[src/rtl/apb_cmd_master.sv]
// APB3 initiator: accepts one command at a time on a valid/ready channel, runs
// the SETUP/ACCESS transfer with a bounded wait, and returns the result on a response channel.
module apb_cmd_master #(
  parameter int unsigned APB_ADDR_WIDTH = 12,
  parameter int unsigned TIMEOUT_CYCLES = 256
) (
  input  logic                      HCLK,
  input  logic                      HRESETn,
  input  logic                      cmd_valid,
  output logic                      cmd_ready,
  input  logic                      cmd_write,
  input  logic [APB_ADDR_WIDTH-1:0] cmd_addr,
  input  logic [31:0]               cmd_wdata,
  output logic                      rsp_valid,
  input  logic                      rsp_ready,
  output logic [31:0]               rsp_rdata,
  output logic                      rsp_err,
  output logic                      rsp_timeout,
  output logic                      busy,
  output logic [APB_ADDR_WIDTH-1:0] PADDR,
  output logic [31:0]               PWDATA,
  output logic                      PWRITE,
  output logic                      PSEL,
  output logic                      PENABLE,
  input  logic [31:0]               PRDATA,
  input  logic                      PREADY,
  input  logic                      PSLVERR
);

  localparam int unsigned DATA_W = 32;
  localparam int unsigned CNT_W  = (TIMEOUT_CYCLES > 1) ? $clog2(TIMEOUT_CYCLES + 1) : 1;

  typedef enum logic [1:0] {
    S_IDLE   = 2'd0,
    S_SETUP  = 2'd1,
    S_ACCESS = 2'd2,
    S_RESP   = 2'd3
  } state_t;

  state_t                    r_state;
  state_t                    w_state_nxt;
  logic [CNT_W-1:0]          r_cnt;
  logic [CNT_W-1:0]          w_cnt_nxt;
  logic [CNT_W-1:0]          w_cnt_inc;
  logic                      w_fire;
  logic                      w_timeout;

  logic [APB_ADDR_WIDTH-1:0] r_paddr,  w_paddr_nxt;
  logic [DATA_W-1:0]         r_pwdata, w_pwdata_nxt;
  logic                      r_pwrite, w_pwrite_nxt;
  logic                      r_psel,   w_psel_nxt;
  logic                      r_penable, w_penable_nxt;
  logic                      r_cmd_ready, w_cmd_ready_nxt;
  logic                      r_busy,   w_busy_nxt;
  logic                      r_rsp_valid, w_rsp_valid_nxt;
  logic [DATA_W-1:0]         r_rsp_rdata, w_rsp_rdata_nxt;
  logic                      r_rsp_err, w_rsp_err_nxt;
  logic                      r_rsp_timeout, w_rsp_timeout_nxt;

  assign w_fire    = cmd_valid & r_cmd_ready;
  assign w_cnt_inc = r_cnt + CNT_W'(1);
  // Timeout fires on the ACCESS cycle whose missing PREADY would make the count reach the limit
  assign w_timeout = (TIMEOUT_CYCLES != 0) && (w_cnt_inc == CNT_W'(TIMEOUT_CYCLES));

  // State and output registers
  always_ff @(posedge HCLK or negedge HRESETn) begin
    if (!HRESETn) begin
      r_state       <= S_IDLE;
      r_cnt         <= '0;
      r_paddr       <= '0;
      r_pwdata      <= '0;
      r_pwrite      <= 1'b0;
      r_psel        <= 1'b0;
      r_penable     <= 1'b0;
      r_cmd_ready   <= 1'b0;
      r_busy        <= 1'b0;
      r_rsp_valid   <= 1'b0;
      r_rsp_rdata   <= '0;
      r_rsp_err     <= 1'b0;
      r_rsp_timeout <= 1'b0;
    end else begin
      r_state       <= w_state_nxt;
      r_cnt         <= w_cnt_nxt;
      r_paddr       <= w_paddr_nxt;
      r_pwdata      <= w_pwdata_nxt;
      r_pwrite      <= w_pwrite_nxt;
      r_psel        <= w_psel_nxt;
      r_penable     <= w_penable_nxt;
      r_cmd_ready   <= w_cmd_ready_nxt;
      r_busy        <= w_busy_nxt;
      r_rsp_valid   <= w_rsp_valid_nxt;
      r_rsp_rdata   <= w_rsp_rdata_nxt;
      r_rsp_err     <= w_rsp_err_nxt;
      r_rsp_timeout <= w_rsp_timeout_nxt;
    end
  end

  // Next-state logic
  always_comb begin
    w_state_nxt = r_state;
    case (r_state)
      S_IDLE:   if (w_fire) w_state_nxt = S_SETUP;
      S_SETUP:  w_state_nxt = S_ACCESS;
      S_ACCESS: if (PREADY || w_timeout) w_state_nxt = S_RESP;
      S_RESP:   if (rsp_ready) w_state_nxt = S_IDLE;
      default:  w_state_nxt = S_IDLE;
    endcase
  end

  // Next values for the registered outputs; flags are decoded from the next state
  always_comb begin
    w_cnt_nxt         = '0;
    w_paddr_nxt       = r_paddr;
    w_pwdata_nxt      = r_pwdata;
    w_pwrite_nxt      = r_pwrite;
    w_rsp_rdata_nxt   = r_rsp_rdata;
    w_rsp_err_nxt     = r_rsp_err;
    w_rsp_timeout_nxt = r_rsp_timeout;
    case (r_state)
      S_IDLE: begin
        if (w_fire) begin
          w_paddr_nxt  = cmd_addr;
          w_pwdata_nxt = cmd_wdata;
          w_pwrite_nxt = cmd_write;
        end
      end
      S_ACCESS: begin
        if (PREADY) begin
          w_rsp_rdata_nxt   = r_pwrite ? '0 : PRDATA;
          w_rsp_err_nxt     = PSLVERR;
          w_rsp_timeout_nxt = 1'b0;
        end else if (w_timeout) begin
          w_rsp_rdata_nxt   = '0;
          w_rsp_err_nxt     = 1'b1;
          w_rsp_timeout_nxt = 1'b1;
        end else begin
          w_cnt_nxt = w_cnt_inc;
        end
      end
      default: ;
    endcase
    w_psel_nxt      = (w_state_nxt == S_SETUP) || (w_state_nxt == S_ACCESS);
    w_penable_nxt   = (w_state_nxt == S_ACCESS);
    w_rsp_valid_nxt = (w_state_nxt == S_RESP);
    w_cmd_ready_nxt = (w_state_nxt == S_IDLE);
    w_busy_nxt      = (w_state_nxt != S_IDLE);
  end

  assign cmd_ready   = r_cmd_ready;
  assign busy        = r_busy;
  assign rsp_valid   = r_rsp_valid;
  assign rsp_rdata   = r_rsp_rdata;
  assign rsp_err     = r_rsp_err;
  assign rsp_timeout = r_rsp_timeout;
  assign PADDR       = r_paddr;
  assign PWDATA      = r_pwdata;
  assign PWRITE      = r_pwrite;
  assign PSEL        = r_psel;
  assign PENABLE     = r_penable;

endmodule

[config.mk]
export PLATFORM = sky130hd
export DESIGN_NAME = apb_cmd_master
export DESIGN_NICKNAME = d
export VERILOG_FILES = /design/src/rtl/apb_cmd_master.sv
export SDC_FILE = /design/constraint.sdc
export NUM_CORES = 1
export LEC_CHECK = 0
export ABC_CLOCK_PERIOD_IN_PS = 3300
export BUFFER_PORTS_ARGS = -buffer_cell sky130_fd_sc_hd__buf_2
export CAP_MARGIN = 15
export CORE_AREA = 4 4 89 107
export CTS_BUF_LIST = sky130_fd_sc_hd__clkbuf_4 sky130_fd_sc_hd__clkbuf_8
export CTS_CLUSTER_DIAMETER = 60
export DETAILED_ROUTE_END_ITERATION = 8
export DIE_AREA = 0 0 93 111
export PLACE_DENSITY = 0.92
export SYNTH_ARGS = -nofsm -noshare
export SYNTH_HDL_FRONTEND = slang
export SYNTH_SLANG_ARGS = --single-unit
export TNS_END_PERCENT = 20
[constraint.sdc]
create_clock -name HCLK -period 3.3 [get_ports HCLK]
set_clock_uncertainty 0.05 [all_clocks]
set_input_delay 0.495 -clock HCLK [delete_from_list [all_inputs] [get_ports HCLK]]
set_output_delay 0.495 -clock HCLK [all_outputs]
set_load 0.02 [all_outputs]
==> results of run 1 <==
metal layers:
metal | wire length, um | up-vias | GRT usage [%]
li1 | - | 1482 | -
met2 | 5400 | 110 | 35.5
met4 | 284 | 0 | 8.60
met5 | 0 | - | 0
met1 | 3870 | 1544 | 22.5
met3 | 568 | 27 | 4.28
final cells by class:
type / instances / area, um2 / share of cell area, %
sequential: 95 / 2380 / 45.2
multi-input combinational: 202 / 1650 / 31.5
timing repair buffer: 173 / 886 / 16.9
tap: 117 / 146 / 2.79
clock buffer: 9 / 124 / 2.36
clock inverter: 7 / 57.6 / 1.09
inverter: 3 / 11.3 / 0.214
cell usage after synthesis (2+ instances only):
cell type / n
dfrtp_1: 95
mux2_2: 45
nand2b_1: 33
a22oi_1: 32
o21ai_2: 30
clkbuf_1: 11
nor3_1: 9
nor2_1: 6
a21oi_1: 5
ha_1: 5
o21ai_0: 5
buf_6: 4
nand2_1: 4
nand3_1: 4
xnor2_1: 4
buf_2: 3
inv_1: 3
a211o_2: 2
o21ai_1: 2
xor2_1: 2
cells in the final DEF, fill, tap and decap left out, types with 2 or more instances in the layout:
| cell type | instances |
|---|---|
| xnor2_1 | 4 |
| ha_1 | 5 |
| a22oi_1 | 32 |
| nand2b_1 | 33 |
| nor2_1 | 5 |
| a211o_2 | 2 |
| o21ai_1 | 2 |
| a21oi_1 | 5 |
| o21ai_0 | 5 |
| xor2_1 | 2 |
| clkinv_4 | 2 |
| clkinv_2 | 2 |
| nor3_1 | 9 |
| inv_8 | 2 |
| buf_4 | 8 |
| o21ai_2 | 30 |
| dfrtp_1 | 95 |
| nand3_1 | 4 |
| buf_2 | 165 |
| mux2_2 | 45 |
| inv_1 | 3 |
| clkbuf_8 | 9 |
| nand2_1 | 4 |
power breakdown:
| part | switching (mW) | total [mW] | internal, mW |
|---|---|---|---|
| sequential | 0.313 | 1.95 | 1.64 |
| clock | 0.427 | 0.711 | 0.284 |
| combinational | 1.33 | 2.21 | 0.875 |
| total | 2.07 | 4.87 | 2.80 |
worst reg2reg max path, stage by stage (launching register included):
cell	delay, ns
dfrtp_1	0.43
ha_1	0.29
a211o_2	0.32
a211o_2	0.37
a221oi_4	0.32
buf_4	0.40
nor3_1	0.12
worst min path at each step:
stage | cells after the start | to
after floorplan | 0 | PADDR[0]
after global placement | 1 | PWDATA[30]
after detailed placement | 1 | PWDATA[26]
after CTS | 1 | PWDATA[26]
after global routing | 1 | PADDR[6]
final | 1 | PADDR[9]
kinds of logic after synthesis:
group,count (synthesis),synth area share [%]
AOI/OAI and AO/OA,83,15.9
xor gates and xnor gates,6,1.27
adders and majority gates,5,1.51
buffers and inverters,22,2.81
DFF,95,57.4
muxes,45,12.2
and+or+nand+nor,63,8.91
flip-flops by register name, indices dropped and copies added, names as in the netlist:
register and count:
rsp_err 1, cmd_ready 1, busy 1, rsp_valid 1, r_state 2, PENABLE 1, PSEL 1, PWDATA 32
PWRITE 1, rsp_rdata 32, r_cnt 9, PADDR 12, rsp_timeout 1
==> metrics.cfg, run 1 <==
[placed_design]
place_area_mm2 = 0.00507
placedCellCount = 590
portBuffers = 166
gp_congestion = 0.820
post-dp-hpwl_mm = 7.54
place_ws_ns = 0.867

[yosys]
netlist_instances = 319
yosys_warnings = 0
synth_seq_area_share_pct = 57.4
synth.avg_cell_area_um2 = 13.0
synth.net_count = 407
netlist.area_leader.share_pct = 57.4
synthArstFlopShare_pct = 100
synth_edf_count = 0
synth_seq_cells = 95
synth_cell_types = 35
synth_area_mm2 = 0.00414
synth_top_cell_by_area = dfrtp_1
ys.flop_type = dfrtp_1
yosys-top-cells-area = dfrtp_1 (57%), mux2_2 (12%), o21ai_2 (6.3%), a22oi_1 (5.8%), nand2b_1 (5.0%)

[routing]
drtAntennaViolNets = 0
vias = 3163
first_pass_iters = 4
wl_per_cell_um = 16.7
drt_iter0_drc = 150
drt-total-wl_mm = 10.1
drc = 0
viasPerCell = 5.22

[setup_path]
cp_slowest_cell = dfrtp_1
crit_path_end = r_cnt[2]
crit_top_cell = a211o_2
crit_path_end_kind = register
cp_max_fo = 24
cp_num_buf_inv = 1
cp.required_ns = 3.49
rr_startpoint = r_cnt[0]
worstSetupPathType = register to register
reg2regPathDepth = 6
crit_family = compound AO/OA/AOI/OAI gates
critical_path_arrival_ns = 2.61
cp-start-kind = register
slowest_delay_ns = 0.43
path_depth = 6
reg2reg_to = r_cnt[2]
crit_start = r_cnt[0]
cp_cell_sequence = ha_1 > a211o_2 > a211o_2 > a221oi_4 > buf_4 > nor3_1
reg2reg_slack_ns = 0.88

[floorplan]
start_util_pct = 48.6
io_pins = 167
fp.dieW_um = 93
die-area_mm2 = 0.0103
die_y_um = 111
rows = 37
fp.coreArea_mm2 = 0.00852

[timing]
rsz0062_at_grt = no
fin_crit_ns = 2.42
hold_viol_final = 0
slew_violations = 0
setup_ws_ns = 0.878
worstMarginPinSlew_ns = 0.841
fmaxAchievable_mhz = 413
setup_violations = 0
relSlewSlack_pct = 44.0
fin_tns_setup_ns = 0
whs_ns = 0.164
min_period_over_period_pct = 73.4

[outcome]
outcome = completed

[clocking]
cts_buffers = 9
clk_path_buf_depth = 2
ctsResizeCount = 0
cts_tree = yes
ctsHtreeMaxLevel = 3
insertion_delay_ns = 0.36
clkTransAtPathRegs_ns = 0.09
cts_hold_buf = 0
cts_root_buffer = clkbuf_8
clock-sinks = 95
cts_setup_buffers = 0

[cells_and_area]
final_area_mm2 = 0.00526
final_util_pct = 61.7
diodes = 0
fillers = 674
area_growth_pct = 26.8
drive_above_1_share_pct = 55.6
finalNonFillerCells = 606
finalNetCount = 572

[run]
cap_violations = 0

[global_routing]
antenna_found_initial = 0
grt_pass1_vias = 3344
grt_usage_pct = 19.9
grt.overflow.total = 0
grt_max_degree = 68
grt_pass1_wl_mm = 16.2

[pwr]
total_power_mw = 4.87
irDropWorstVdd_v = 0.000478
p_per_area_mw_per_mm2 = 927
cellLeakagePower_nw = 2.56

[min_path]
hp-class = primary input to asynchronous set/reset pin

Power figures use the tool's default switching activity.
==> run 2: changes to the inputs <==
==> config.mk (replaced) <==
export PLATFORM = sky130hd
export DESIGN_NAME = apb_cmd_master
export DESIGN_NICKNAME = d
export VERILOG_FILES = /design/src/rtl/apb_cmd_master.sv
export SDC_FILE = /design/constraint.sdc
export NUM_CORES = 1
export LEC_CHECK = 0
export ABC_CLOCK_PERIOD_IN_PS = 2100
export BUFFER_PORTS_ARGS = -buffer_cell sky130_fd_sc_hd__buf_2
export CAP_MARGIN = 15
export CORE_AREA = 4 4 93 113
export CTS_BUF_LIST = sky130_fd_sc_hd__clkbuf_4 sky130_fd_sc_hd__clkbuf_8
export CTS_CLUSTER_DIAMETER = 60
export DETAILED_ROUTE_END_ITERATION = 8
export DIE_AREA = 0 0 97 117
export PLACE_DENSITY = 0.89
export SYNTH_ARGS = -nofsm -noshare
export SYNTH_HDL_FRONTEND = slang
export SYNTH_SLANG_ARGS = --single-unit
export TNS_END_PERCENT = 20
==> constraint.sdc (replaced) <==
create_clock -name HCLK -period 2.1 [get_ports HCLK]
set_clock_uncertainty 0.05 [all_clocks]
set_input_delay 0.315 -clock HCLK [delete_from_list [all_inputs] [get_ports HCLK]]
set_output_delay 0.315 -clock HCLK [all_outputs]
set_load 0.02 [all_outputs]
==> run 2 against run 1 <==
Effect of this change: the flow now finishes with violations (setup timing); combinational power up 62%; via count up 2.2%; sequential share of layout area shrank 2.0 points; utilization fell by 3.3 points; total power rose by 61%; sequential power increased by 58%; clock power up 66%; critical path type unchanged; largest power group unchanged; highest routed layer unchanged.
==> metrics.cfg, run 2 (same netlist as run 1, synthesis figures left out) <==
[outcome]
outcome = finished, violations left  ; was completed
violations = setup timing

[timing]
relSlewSlack_pct = 64.4  ; was 44.0%
min_period_over_period_pct = 104  ; was 73.4%
hold_viol_final = 0  ; unchanged
fin_crit_ns = 2.19  ; was 2.42 ns
setup_violations = 44  ; was 0
worstMarginPinSlew_ns = 0.529  ; was 0.841 ns
setup_ws_ns = -0.0884  ; was 0.878 ns
rsz0062_at_grt = yes  ; was no
slew_violations = 0  ; unchanged
fmaxAchievable_mhz = 457  ; was 413 MHz

[placed_design]
place_ws_ns = -0.0880  ; was 0.867 ns
placedCellCount = 607  ; was 590
gp_congestion = 0.829  ; was 0.820
post-dp-hpwl_mm = 7.42  ; was 7.54 mm
place_area_mm2 = 0.00522  ; was 0.00507 mm2
portBuffers = 166  ; unchanged

[setup_path]
crit_path_end_kind = register  ; unchanged
cp.required_ns = 2.34  ; was 3.49 ns
cp_max_fo = 3  ; was 24
worstSetupPathType = register to register  ; unchanged
cp-start-kind = register  ; unchanged
reg2reg_slack_ns = -0.09  ; was 0.88 ns
critical_path_arrival_ns = 2.43  ; was 2.61 ns

[global_routing]
grt_max_degree = 47  ; was 68
grt_pass1_vias = 3289  ; was 3,344
grt_pass1_wl_mm = 15.9  ; was 16.2 mm
grt.overflow.total = 0  ; unchanged
grt_usage_pct = 17.4  ; was 19.9%
antenna_found_initial = 0  ; unchanged

[cells_and_area]
final_util_pct = 58.4  ; was 61.7%
diodes = 0  ; unchanged
final_cell_mix = buf_2 (165), dfrtp_1 (95), mux2_2 (45)  ; unchanged
area_growth_pct = 32.8  ; was 26.8%
layout_commonest_cell = buf_2  ; unchanged
drive_above_1_share_pct = 57.9  ; was 55.6%
final_area_mm2 = 0.00550  ; was 0.00526 mm2
finalNetCount = 587  ; was 572
finalNonFillerCells = 626  ; was 606

[routing]
drt-total-wl_mm = 10.1  ; about the same
first_pass_iters = 4  ; unchanged
drt_iter0_drc = 151  ; was 150
wl_per_cell_um = 16.2  ; was 16.7 um
drtAntennaViolNets = 0  ; unchanged
vias = 3232  ; was 3,163
drc = 0  ; unchanged
viasPerCell = 5.16  ; was 5.22

[pwr]
cellLeakagePower_nw = 2.66  ; was 2.56 nW
p_per_area_mw_per_mm2 = 1430  ; was 927 mW/mm2
irDropWorstVdd_v = 0.000652  ; was 0.000478 V

[min_path]
hp-class = primary input to register  ; was primary input to asynchronous set/reset pin

[floorplan]
rows = 39  ; was 37
fp.coreArea_mm2 = 0.00942  ; was 0.00852 mm2
io_pins = 167  ; unchanged
start_util_pct = 44.0  ; was 48.6%
fp.dieW_um = 97  ; was 93 um
die-area_mm2 = 0.0113  ; was 0.0103 mm2
die_y_um = 117  ; was 111 um

[clocking]
clkTransAtPathRegs_ns = 0.09  ; about the same
clock-sinks = 95  ; unchanged
cts_root_buffer = clkbuf_8  ; unchanged
insertion_delay_ns = 0.35  ; was 0.36 ns
clk_path_buf_depth = 2  ; unchanged
cts_tree = yes  ; unchanged
ctsHtreeMaxLevel = 3  ; unchanged
cts_buffers = 9  ; unchanged

[run]
cap_violations = 0  ; unchanged

[run 2: changes by cell type in the layout (fill, tap and decap cells not counted), sizes merged]
cell         delta
clkbuf          +3
buf            +14
clkinv          -2
dlygate4sd3     +1
bufinv          +1
clkinvlp        -1
inv             -2
[run 2: layout make-up]
cell class,instances,area [um2]
Inverter,3,11.3
Tap cell,123,154
Clock buffer,12,153
Sequential cell,95,2380
Multi-Input combinational cell,202,1710
Clock inverter,3,43.8
Fill cell,781,3920
Timing Repair Buffer,188,1050
[run 2: worst paths after layout]
path                           start  depth (start not counted)      endpoint
min in group asynchronous    HRESETn                          2  rsp_rdata[6]
setup / recovery            r_cnt[1]                          7          PSEL
hold reg to reg             PADDR[8]                          1      PADDR[8]
max in group asynchronous    HRESETn                          3    PWDATA[22]
setup reg to reg            r_cnt[1]                          7          PSEL
hold / removal             PRDATA[3]                          3  rsp_rdata[3]
[run 2: routing by layer]
layer	vias up	GRT usage (%)	part of all wire [%]
li1	1510	-	-
met1	1579	21.0	38
met2	125	30.0	53
met3	18	5.93	7.0
met4	0	5.06	2.0
met5	-	0	0
[run 2: power breakdown]
part	internal [mW]	leakage (nW)	total, mW	switching [mW]
Sequential	2.58	1.18	3.08	0.503
Clock	0.604	0.103	1.18	0.581
Combinational	1.44	1.38	3.57	2.13
[run 2: worst max-delay path, cell delays in order, from the launching register on]
cell and delay (ns):
dfrtp_1 0.41, ha_4 0.18, a211o_2 0.30, a211o_4 0.36, a221oi_4 0.32, buf_6 0.16
a221oi_4 0.07, ha_4 0.28
[run 2: timing repair]
action                                 in CTS  in global routing
pin swaps                                   1                  6
cloned                                      1                  0
hold buffers                                1                  0
buffers inserted                            2                  0
endpoints found under the hold margin      34                  0
setup endpoints to repair                  44                 46
resized for setup                           3                  5
[run 2: per-stage QoR]
| stage | hold slack, ns | power (mW) | TNS, ns |
|---|---|---|---|
| after floorplan | -0.0306 | 5.37 | -0.228 |
| after global placement | 0.249 | 6.48 | -1.14 |
| after detailed placement | 0.257 | 6.68 | -2.72 |
| after CTS | 0.121 | 7.88 | -0.818 |
| after global routing | 0.109 | 8.34 | -4.97 |
| final | 0.135 | 7.84 | -2.45 |
==> run 3: changes to the inputs <==
--- a/config.mk
+++ b/config.mk
@@ -8,11 +8,11 @@
 export ABC_CLOCK_PERIOD_IN_PS = 2100
 export BUFFER_PORTS_ARGS = -buffer_cell sky130_fd_sc_hd__buf_2
 export CAP_MARGIN = 15
-export CORE_AREA = 4 4 93 113
+export CORE_AREA = 10 10 99 119
 export CTS_BUF_LIST = sky130_fd_sc_hd__clkbuf_4 sky130_fd_sc_hd__clkbuf_8
 export CTS_CLUSTER_DIAMETER = 60
 export DETAILED_ROUTE_END_ITERATION = 8
-export DIE_AREA = 0 0 97 117
+export DIE_AREA = 0 0 109 129
 export PLACE_DENSITY = 0.89
 export SYNTH_ARGS = -nofsm -noshare
 export SYNTH_HDL_FRONTEND = slang
==> run 3 against run 2 <==
Effect of this change: the flow still finishes with violations (setup timing); global-route usage down 1.7 points; first-iteration DRC count up 20%; sequential share of layout area down 0.14 points; final cell count up 0.64%; wire length up 14%; non-clock buffer count up 3; combinational power up 1%; via count down 0.68%; critical path type unchanged; largest power group unchanged; highest routed layer unchanged.
==> metrics.cfg, run 3 (same netlist as run 1, synthesis figures left out) <==
[pwr]
p_switching_mw = 3.31  ; was 3.21 mW
p_sw_share_pct = 41.8  ; was 41.0%
power_frac_seq_pct = 39.0  ; was 39.3%
cellLeakagePower_nw = 2.68  ; was 2.66 nW
clkPwrFrac_pct = 15.4  ; was 15.1%
p_per_area_mw_per_mm2 = 1430  ; about the same
irDropWorstVdd_v = 0.000661  ; was 0.000652 V
internal_power_mw = 4.61  ; was 4.63 mW
combPwrFrac_pct = 45.6  ; about the same

[routing]
vias = 3210  ; was 3,232
drt-total-wl_mm = 11.5  ; was 10.1 mm
drtAntennaViolNets = 0  ; unchanged
viasPerCell = 5.10  ; was 5.16
wl_per_cell_um = 18.3  ; was 16.2 um
drt_iter0_drc = 181  ; was 151
drc = 0  ; unchanged
first_pass_iters = 4  ; unchanged

[outcome]
outcome = finished, violations left  ; unchanged
violations = setup timing  ; unchanged

[timing]
min_period_over_period_pct = 104  ; about the same
slew_violations = 0  ; unchanged
relSlewSlack_pct = 76.0  ; was 64.4%
whs_ns = 0.124  ; was 0.135 ns
setup_ws_ns = -0.0850  ; was -0.0884 ns
worstMarginPinSlew_ns = 0.356  ; was 0.529 ns
setup_violations = 43  ; was 44
rsz0062_at_grt = yes  ; unchanged
fin_crit_ns = 2.19  ; about the same
hold_viol_final = 0  ; unchanged
fmaxAchievable_mhz = 458  ; was 457 MHz

[clocking]
cts_buffers = 9  ; unchanged
clk_path_buf_depth = 2  ; unchanged
cts_root_buffer = clkbuf_8  ; unchanged
insertion_delay_ns = 0.36  ; was 0.35 ns
clkTransAtPathRegs_ns = 0.10  ; was 0.09 ns
ctsHtreeMaxLevel = 3  ; unchanged
clock-sinks = 95  ; unchanged
cts_tree = yes  ; unchanged

[min_path]
hp-class = primary input to register  ; unchanged

[setup_path]
crit_path_end_kind = register  ; unchanged
cp-start-kind = register  ; unchanged
slowest_delay_ns = 0.42  ; was 0.41 ns
cp.required_ns = 2.36  ; was 2.34 ns
cp_max_fo = 3  ; unchanged
worstSetupPathType = register to register  ; unchanged
cp_cell_sequence = ha_4 > a211o_2 > a211o_4 > a221oi_4 > a221oi_2 > ha_2  ; was ha_4 > a211o_2 > a211o_4 > a221oi_4 > buf_6 > a221oi_4 > ha_4
cp_slowest_cell = dfrtp_1  ; unchanged
critical_path_arrival_ns = 2.44  ; was 2.43 ns

[placed_design]
post-dp-hpwl_mm = 8.91  ; was 7.42 mm
portBuffers = 166  ; unchanged
gp_congestion = 0.832  ; was 0.829
place_area_mm2 = 0.00527  ; was 0.00522 mm2
placedCellCount = 612  ; was 607
place_ws_ns = -0.0968  ; was -0.0880 ns

[global_routing]
grt_pass1_wl_mm = 17.6  ; was 15.9 mm
grt.overflow.total = 0  ; unchanged
antenna_found_initial = 0  ; unchanged
grt_usage_pct = 15.8  ; was 17.4%
grt_max_degree = 60  ; was 47
grt_pass1_vias = 3515  ; was 3,289

[cells_and_area]
area_growth_pct = 33.2  ; was 32.8%
drive_above_1_share_pct = 57.8  ; was 57.9%
diodes = 0  ; unchanged
final_util_pct = 58.6  ; was 58.4%
final_cell_mix = buf_2 (165), dfrtp_1 (95), mux2_2 (45)  ; unchanged
multi_input_area_mm2 = 0.00169  ; was 0.00171 mm2
regArea_mm2 = 0.00238  ; unchanged
finalNonFillerCells = 630  ; was 626
fillers = 781  ; unchanged
final_area_mm2 = 0.00552  ; was 0.00550 mm2
layout_commonest_cell = buf_2  ; unchanged
finalNetCount = 590  ; was 587

[floorplan]
die-area_mm2 = 0.0141  ; was 0.0113 mm2
fp.coreArea_mm2 = 0.00942  ; unchanged
start_util_pct = 44.0  ; unchanged
die_y_um = 129  ; was 117 um
rows = 39  ; unchanged
io_pins = 167  ; unchanged
fp.dieW_um = 109  ; was 97 um

[run]
cap_violations = 0  ; unchanged

run 3: cell type report:
cell class | instances | area share (%)
well taps | 123 | 2.79
clock inverters | 6 | 1.25
multi-input cells | 202 | 30.6
inverters | 3 | 0.204
flip-flops and latches | 95 | 43.1
clock buffers | 10 | 2.38
repair buffers | 191 | 19.7
run 3: worst max-delay path, delay by kind of cell, from the launching register on:
kind	cells	cell delay [ns]
DFF	1	0.42
AOI/OAI and AO/OA	4	1.14
adders and majority gates	2	0.52
run 3: final timing paths:
check	cells after the start	slack [ns]	start	to
hold reg to reg	1	0.46	PADDR[7]	PADDR[7]
setup reg to reg	6	-0.09	r_cnt[1]	PSEL
setup / recovery	6	-0.09	r_cnt[1]	PSEL
hold / removal	2	0.12	cmd_addr[9]	PADDR[9]
max in group asynchronous	3	1.14	HRESETn	PWDATA[14]
min in group asynchronous	2	0.27	HRESETn	rsp_rdata[5]
run 3: power groups by stage:
| stage | Clock [mW] | Combinational, mW | Sequential (mW) |
|---|---|---|---|
| final | 1.22 | 3.61 | 3.09 |
| after global routing | 1.34 | 3.89 | 3.19 |
| after CTS | 1.27 | 3.65 | 3.09 |
| after detailed placement | 0 | 3.63 | 3.12 |
| after global placement | 0 | 3.50 | 3.06 |
| after floorplan | 0 | 1.43 | 3.94 |
run 3: per-layer routing:
layer,part of all wire [%],vias up,global-route usage (%)
met5,0,-,0
met4,2.8,0,8.16
met3,7.9,25,4.45
met2,54,114,27.6
met1,35,1553,16.9
li1,-,1518,-
run 3: repair_timing:
action	4_1_cts	5_1_grt
pin swaps	19	0
setup buffers	0	0
endpoints found under the hold margin	10	0
setup endpoints to repair	42	45
cloned	0	1
hold buffers	1	0
gates resized for setup	4	1
run 3: per-stage QoR:
step                      setup TNS, ns  power [mW]
final                             -1.48        7.92
after global routing              -4.79        8.42
after CTS                         -1.21        8.00
after detailed placement          -2.43        6.75
after global placement           -0.974        6.56
after floorplan                  -0.228        5.37
